===== src/rtl/integer_file.sv =====
// Integer register file: two combinational read ports, one write port, committed-write counter.
// Optional same-cycle write-to-read forwarding is enabled by defining INTEGER_FILE_BYPASS_EN.
module integer_file #(
  parameter int unsigned XLEN   = 32,
  parameter int unsigned ADDR_W = 5
) (
  input  logic              clk_in,
  input  logic              rst_in,
  input  logic [ADDR_W-1:0] rs1_addr_in,
  input  logic [ADDR_W-1:0] rs2_addr_in,
  input  logic [ADDR_W-1:0] rd_addr_in,
  input  logic              wr_en_in,
  input  logic              flush_in,
  input  logic [XLEN-1:0]   rd_in,
  output logic [XLEN-1:0]   rs1_out,
  output logic [XLEN-1:0]   rs2_out,
  output logic [15:0]       wr_count_out
);

  localparam int unsigned NREG  = 2 ** ADDR_W;
  localparam int unsigned CNT_W = 16;

  logic [XLEN-1:0]  regs_q [NREG];
  logic [XLEN-1:0]  regs_d [NREG];
  logic [CNT_W-1:0] wr_count_q;
  logic [CNT_W-1:0] wr_count_d;
  logic             commit_c;

  // A write commits only outside reset, unflushed, and never to x0
  always_comb begin
    commit_c = rst_in && wr_en_in && !flush_in && (rd_addr_in != '0);
  end

  always_comb begin
    regs_d     = regs_q;
    wr_count_d = wr_count_q;
    if (commit_c) begin
      regs_d[rd_addr_in] = rd_in;
      wr_count_d         = wr_count_q + CNT_W'(1);
    end
  end

  always_ff @(posedge clk_in) begin
    if (!rst_in) begin
      for (int unsigned i = 0; i < NREG; i++) begin
        regs_q[i] <= '0;
      end
      wr_count_q <= '0;
    end else begin
      regs_q     <= regs_d;
      wr_count_q <= wr_count_d;
    end
  end

  // Read ports; x0 is hard-wired to zero
  always_comb begin
    rs1_out = (rs1_addr_in == '0) ? '0 : regs_q[rs1_addr_in];
    rs2_out = (rs2_addr_in == '0) ? '0 : regs_q[rs2_addr_in];
`ifdef INTEGER_FILE_BYPASS_EN
    if (commit_c && (rd_addr_in == rs1_addr_in)) begin
      rs1_out = rd_in;
    end
    if (commit_c && (rd_addr_in == rs2_addr_in)) begin
      rs2_out = rd_in;
    end
`endif
  end

  assign wr_count_out = wr_count_q;

endmodule


===== config.mk =====
export PLATFORM = sky130hd
export DESIGN_NAME = integer_file
export DESIGN_NICKNAME = d
export VERILOG_FILES = /design/src/rtl/integer_file.sv
export SDC_FILE = /design/constraint.sdc
export NUM_CORES = 2
export LEC_CHECK = 0
export ABC_AREA = 1
export BUFFER_PORTS_ARGS = -buffer_cell sky130_fd_sc_hd__buf_2
export CAP_MARGIN = 20
export CORE_MARGIN = 2
export CORE_UTILIZATION = 45
export CTS_CLUSTER_SIZE = 20
export DETAILED_ROUTE_END_ITERATION = 12
export PLACE_DENSITY = 0.63
export SYNTH_ARGS = -nofsm -noshare
export SYNTH_HDL_FRONTEND = slang
export SYNTH_SLANG_ARGS = --single-unit

===== constraint.sdc =====
create_clock -name clk_in -period 1.8 [get_ports clk_in]
set_input_delay 0.27 -clock clk_in [delete_from_list [all_inputs] [get_ports clk_in]]
set_output_delay 0.27 -clock clk_in [all_outputs]
set_load 0.02 [all_outputs]

==> Word level (Yosys, flattened, before mapping) <==
Index checks and enable logic that the tools add are counted.
{ "classes": {"addsub": 1, "n_mul": 0, "div": 0, "n_lt_le_gt_ge": 4, "n_eq_ne": 0, "shifts": 0, "mux": 11, "bitwise": 3, "reduce_logical": 8} }
{ "ops": {"columns": ["cell", "count"], "rows": [
  ["1024-bit bitwise mux", 1],
  ["32-bit binary-select mux with 5-bit select", 2],
  ["32-bit 2-to-1 mux", 7],
  ["32-bit demux with 5-bit select", 1],
  ["6-bit >= comparator (second input constant)", 3],
  ["5-bit NOT with 6-bit output", 3],
  ["16-bit by 1-bit adder with 16-bit output (second input constant)", 1],
  ["5-bit logical NOT", 2],
  ["6-bit by 1-bit less-than comparator with 1-bit output (second input constant)", 1],
  ["5-bit nonzero test", 1],
  ["1-bit logical AND", 4],
  ["1-bit logical NOT", 1]
]} }
{ "word_totals": {"reg_bits": 1040, "latchBits": 0, "ramBits": 0, "rom_bits": 0, "input_bits": 51, "out_inout_bits": 80, "memories": 0} }

==> Depth between registers and ports, before layout <==
{ "logic_depth": {"depth_word": 6, "ltp_mapped": 11, "mapped_depth_nobuf": 9} }

==> Worst setup path after synthesis <==
Ideal clock, no wire load.
{ "synth_timing": {"kind": "input -> output", "start": "input port rs1_addr_in[1]", "end": "output port rs1_out[29]", "arrival_time_ns": 1.608, "t_required_ns": 1.530, "setup_slack_ns": -0.078, "stages": 11, "path_buffers": 4, "cell_sequence": "buf_2 > inv_1 > buf_2 > buf_4 > buf_2 > o211ai_1 > nand3_1 > nand3_1 > nand2_1 > nand2_1 > nor2_1"} }
{ "synth_via": {"elab_chain_len": 5, "word_cells_on_any_way": 6} }
{ "synth_lines": {"columns": ["item", "line", "text"], "rows": [
  ["start, declared", "9", "input logic [ADDR_W-1:0] rs1_addr_in,"],
  ["5-bit NOT with 6-bit output (not written as such)", "57", "rs1_out = (rs1_addr_in == '0) ? '0 : regs_q[rs1_addr_in];"],
  ["32-bit binary-select mux with 5-bit select", "57", null],
  ["32-bit 2-to-1 mux (not written as such) (2 in a row)", "57", null],
  ["32-bit 2-to-1 mux *", "57", null],
  ["end, declared", "15", "output logic [XLEN-1:0] rs1_out,"]
]} }
Every way passes the cells marked *; elsewhere a longest branch is shown, timed or not. The select of a mux whose other input is x is not followed.

==> Final worst setup path <==
{ "layout_timing": {"start": "register regs_q[711] (netlist bit)", "end": "output port rs1_out[7]"} }
{ "layout_via": {"elab_chain_len": 4} }
{ "layout_lines": {"columns": ["item", "line", "text"], "rows": [
  ["start, declared", "23", "logic [XLEN-1:0] regs_q [NREG];"],
  ["start signal, assigned", "50", "regs_q <= regs_d;"],
  ["32-bit binary-select mux with 5-bit select", "57", null],
  ["32-bit 2-to-1 mux (not written as such) (2 in a row)", "57", null],
  ["32-bit 2-to-1 mux", "57", null]
]} }
No other way between the ends. The select of a mux whose other input is x is not followed.

==> out/results.ini <==
[detailed_routing]
drt-vias-per-instance=5.98
wl_per_cell_um=23.4
drtPass1Iterations=6
via_count=67236
drt_iter0_drc=9790
drtAntennaViolNets=0
route.detailed.drc=0
drt-total-wl_um=263000

[yosys]
synth_top_flop_cell=dfxtp_1
synth_fp_nets=9307
synth-simple-area-share_pct=34.1
synth_fa_ha_area_share_pct=0.0220
synth_cell_types=34
synth_area_leaders=dfxtp_1, nand2_1, nand3_1
synth_top_family_by_area=simple AND/OR/NAND/NOR gates
synth_edf_count=0
synth_xor_area_share_pct=0.0462
yosysTopAreaCellShare_pct=36.6
syn_avg_cell_area_um2=6.15
synth_compound_area_share_pct=19.2
synth_mux_area_share_pct=0
synthCells=9255
synthArstFlopShare_pct=0
synth_seq_area_share_pct=36.6
ys_warn_count=0
synth_area_um2=56900
yosysTopAreaCell=dfxtp_1
ys_seq_elements=1040

[timing]
fmax_mhz=398
period_minus_slack_ns=2.51
slew_violations=0
hold_viol=0
whs_ns=0.0550
tns_ns=-34.84
max_slew_margin_pct=55.4
setup_ws_ns=-0.709
tightest_slew_ns=0.670
finalSetupViolCount=64
skew_ns=0.00333
period_share_pct=139
rsz0062_at_grt=yes

[cts]
clk_path_buf_depth=3
clock_latency_ns=0.76
clock_sinks=1040
path_clk_slew_ns=0.06
cts_made_buffers=119
cts_root_buf=clkbuf_16
cts_tree=yes
cts_max_level=3

[worst_setup_path]
required_ns=1.53
end_kind=output pin
timing.rr.start=regs_q[130]
startpoint=regs_q[711]
crit_fanout=2
worstPathArrival_ns=2.24
start_kind=flip-flop
critPathKind=reg -> out

[power]
p_switching_mw=16.9
p_total_mw=57.9
intPower_mw=41.0
ir_worst_vdd_mv=0.856
p_comb_share_pct=16.1
p_per_area_nw_per_um2=786
p_leak_nw=29.8
power_frac_clock_pct=43.9
p_sw_share_pct=29.1
p_seq_share_pct=40.0

[place]
io_buffers=130
placed_cells=10974
place_ws_ns=-0.824
gp_congestion=0.981
hpwl_um=166000
dpl_cell_area_um2=65100

[cells_and_area]
fin_cells=11248
layout-drive-gt1-share_pct=24.9
final_core_util_pct=58.7
register_area_um2=21500
final_nets=9550
final_area_um2=73700
multi_input_area_um2=33400
fillers=11820
area_delta_synth_final_pct=29.5

[die]
dieArea_um2=129000
io_pins=131
die_h_um=360
die_x_um=360
fp-row-count=130
start_util_pct=45.3
core_area_um2=126000

[hold_path]
hp-start=rd_in[1]
hold_path.class=in -> reg

[global_routing]
grt_pass1_vias=62000
grt_max_degree=104
grt_usage_pct=38.8
grt.overflow.total=0
grt_pass1_wl_um=388000
antenna_found_initial=10

[job]
max_cap_viol_count=0

[status]
violations=setup timing
status=finished, violations left

## routing by layer
metal,track usage [%],wire [um],vias up
met5,0,79,-
met3,9.74,34600,1014
li1,-,-,30576
met4,21.8,16900,12
met1,50.9,101000,31209
met2,57.9,111000,4425
## logic make-up after synthesis
group           after synthesis
xor+xnor                      3
flops                      1040
buf+inv                    1360
compound gates             2089
fa+ha+maj                     1
simple gates               4762
## final cells by class
| type | count | area share [%] |
|---|---|---|
| timing repair buffer | 965 | 14.6 |
| multi-input combinational | 6855 | 45.3 |
| clock inverter | 49 | 0.703 |
| inverter | 517 | 2.73 |
| clock buffer | 170 | 4.70 |
| sequential | 1040 | 29.2 |
| tap | 1650 | 2.80 |
| antenna | 2 | 0.00679 |
## sequential cells by signal, summed over array words and instances, names as in the netlist
signal        cells
regs_q         1024
wr_count_out     16
## synthesized netlist by cell type (10+ instances only)
library cell and n:
nand2_1 2609, buf_1 134, buf_6 18, buf_4 42, nor2_1 1028, nand2_2 19
dfxtp_1 1040, nand2_4 11, clkbuf_1 436, a21oi_1 915, inv_1 498, o211ai_1 182
buf_2 212, o21ai_1 38, inv_2 14, nand3_1 1076, a21oi_2 10, o21ai_0 942
## cells in the final DEF (no fill, tap or decap), types with 65 or more instances in the layout
| cell type | count |
|---|---|
| o21ai_1 | 123 |
| buf_12 | 234 |
| nand3_1 | 884 |
| buf_6 | 80 |
| a21oi_1 | 859 |
| o21ai_0 | 853 |
| inv_1 | 461 |
| nand3_2 | 173 |
| nor2_1 | 857 |
| dfxtp_1 | 518 |
| clkbuf_16 | 123 |
| buf_4 | 549 |
| dfxtp_2 | 520 |
| nand2_1 | 2403 |
| o211ai_1 | 182 |
| nand2_2 | 188 |
| nor2_2 | 77 |
| nor2_4 | 100 |
| a21oi_2 | 65 |
## worst paths after layout
check	depth (start not counted)	to	slack, ns
worst max register to register	11	regs_q[130]	0.14
worst min-delay path	3	regs_q[513]	0.06
worst max-delay path	9	rs1_out[7]	-0.71
worst min register to register	2	regs_q[1010]	0.43
## worst max-delay path, stage by stage (launching register included)
cell	delay (ns)
dfxtp_1	0.35
inv_1	0.06
a21oi_1	0.13
o21ai_0	0.13
nand3_1	0.11
nand3_2	0.13
nand2_2	0.13
nand2_1	0.14
nor2_4	0.16
buf_6	0.13
## timing repair
item                                    4_1_cts  5_1_grt
gates resized for setup                     842      677
setup buffers                                31       15
pin swaps                                   232      352
endpoints found under the setup margin       64       65
gates cloned                                  5        2
hold endpoints to repair                    310        0
hold buffers                                 26        0
## power by group through the flow
| stage | registers [mW] | logic (mW) | clock network, mW |
|---|---|---|---|
| after floorplan | 23.6 | 3.98 | 0 |
| after global placement | 23.7 | 7.88 | 0 |
| after detailed placement | 23.7 | 7.90 | 0 |
| after CTS | 23.1 | 8.71 | 25.5 |
| after global routing | 23.1 | 9.67 | 26.4 |
| final | 23.1 | 9.33 | 25.4 |
(Power assumes the default switching activity.)
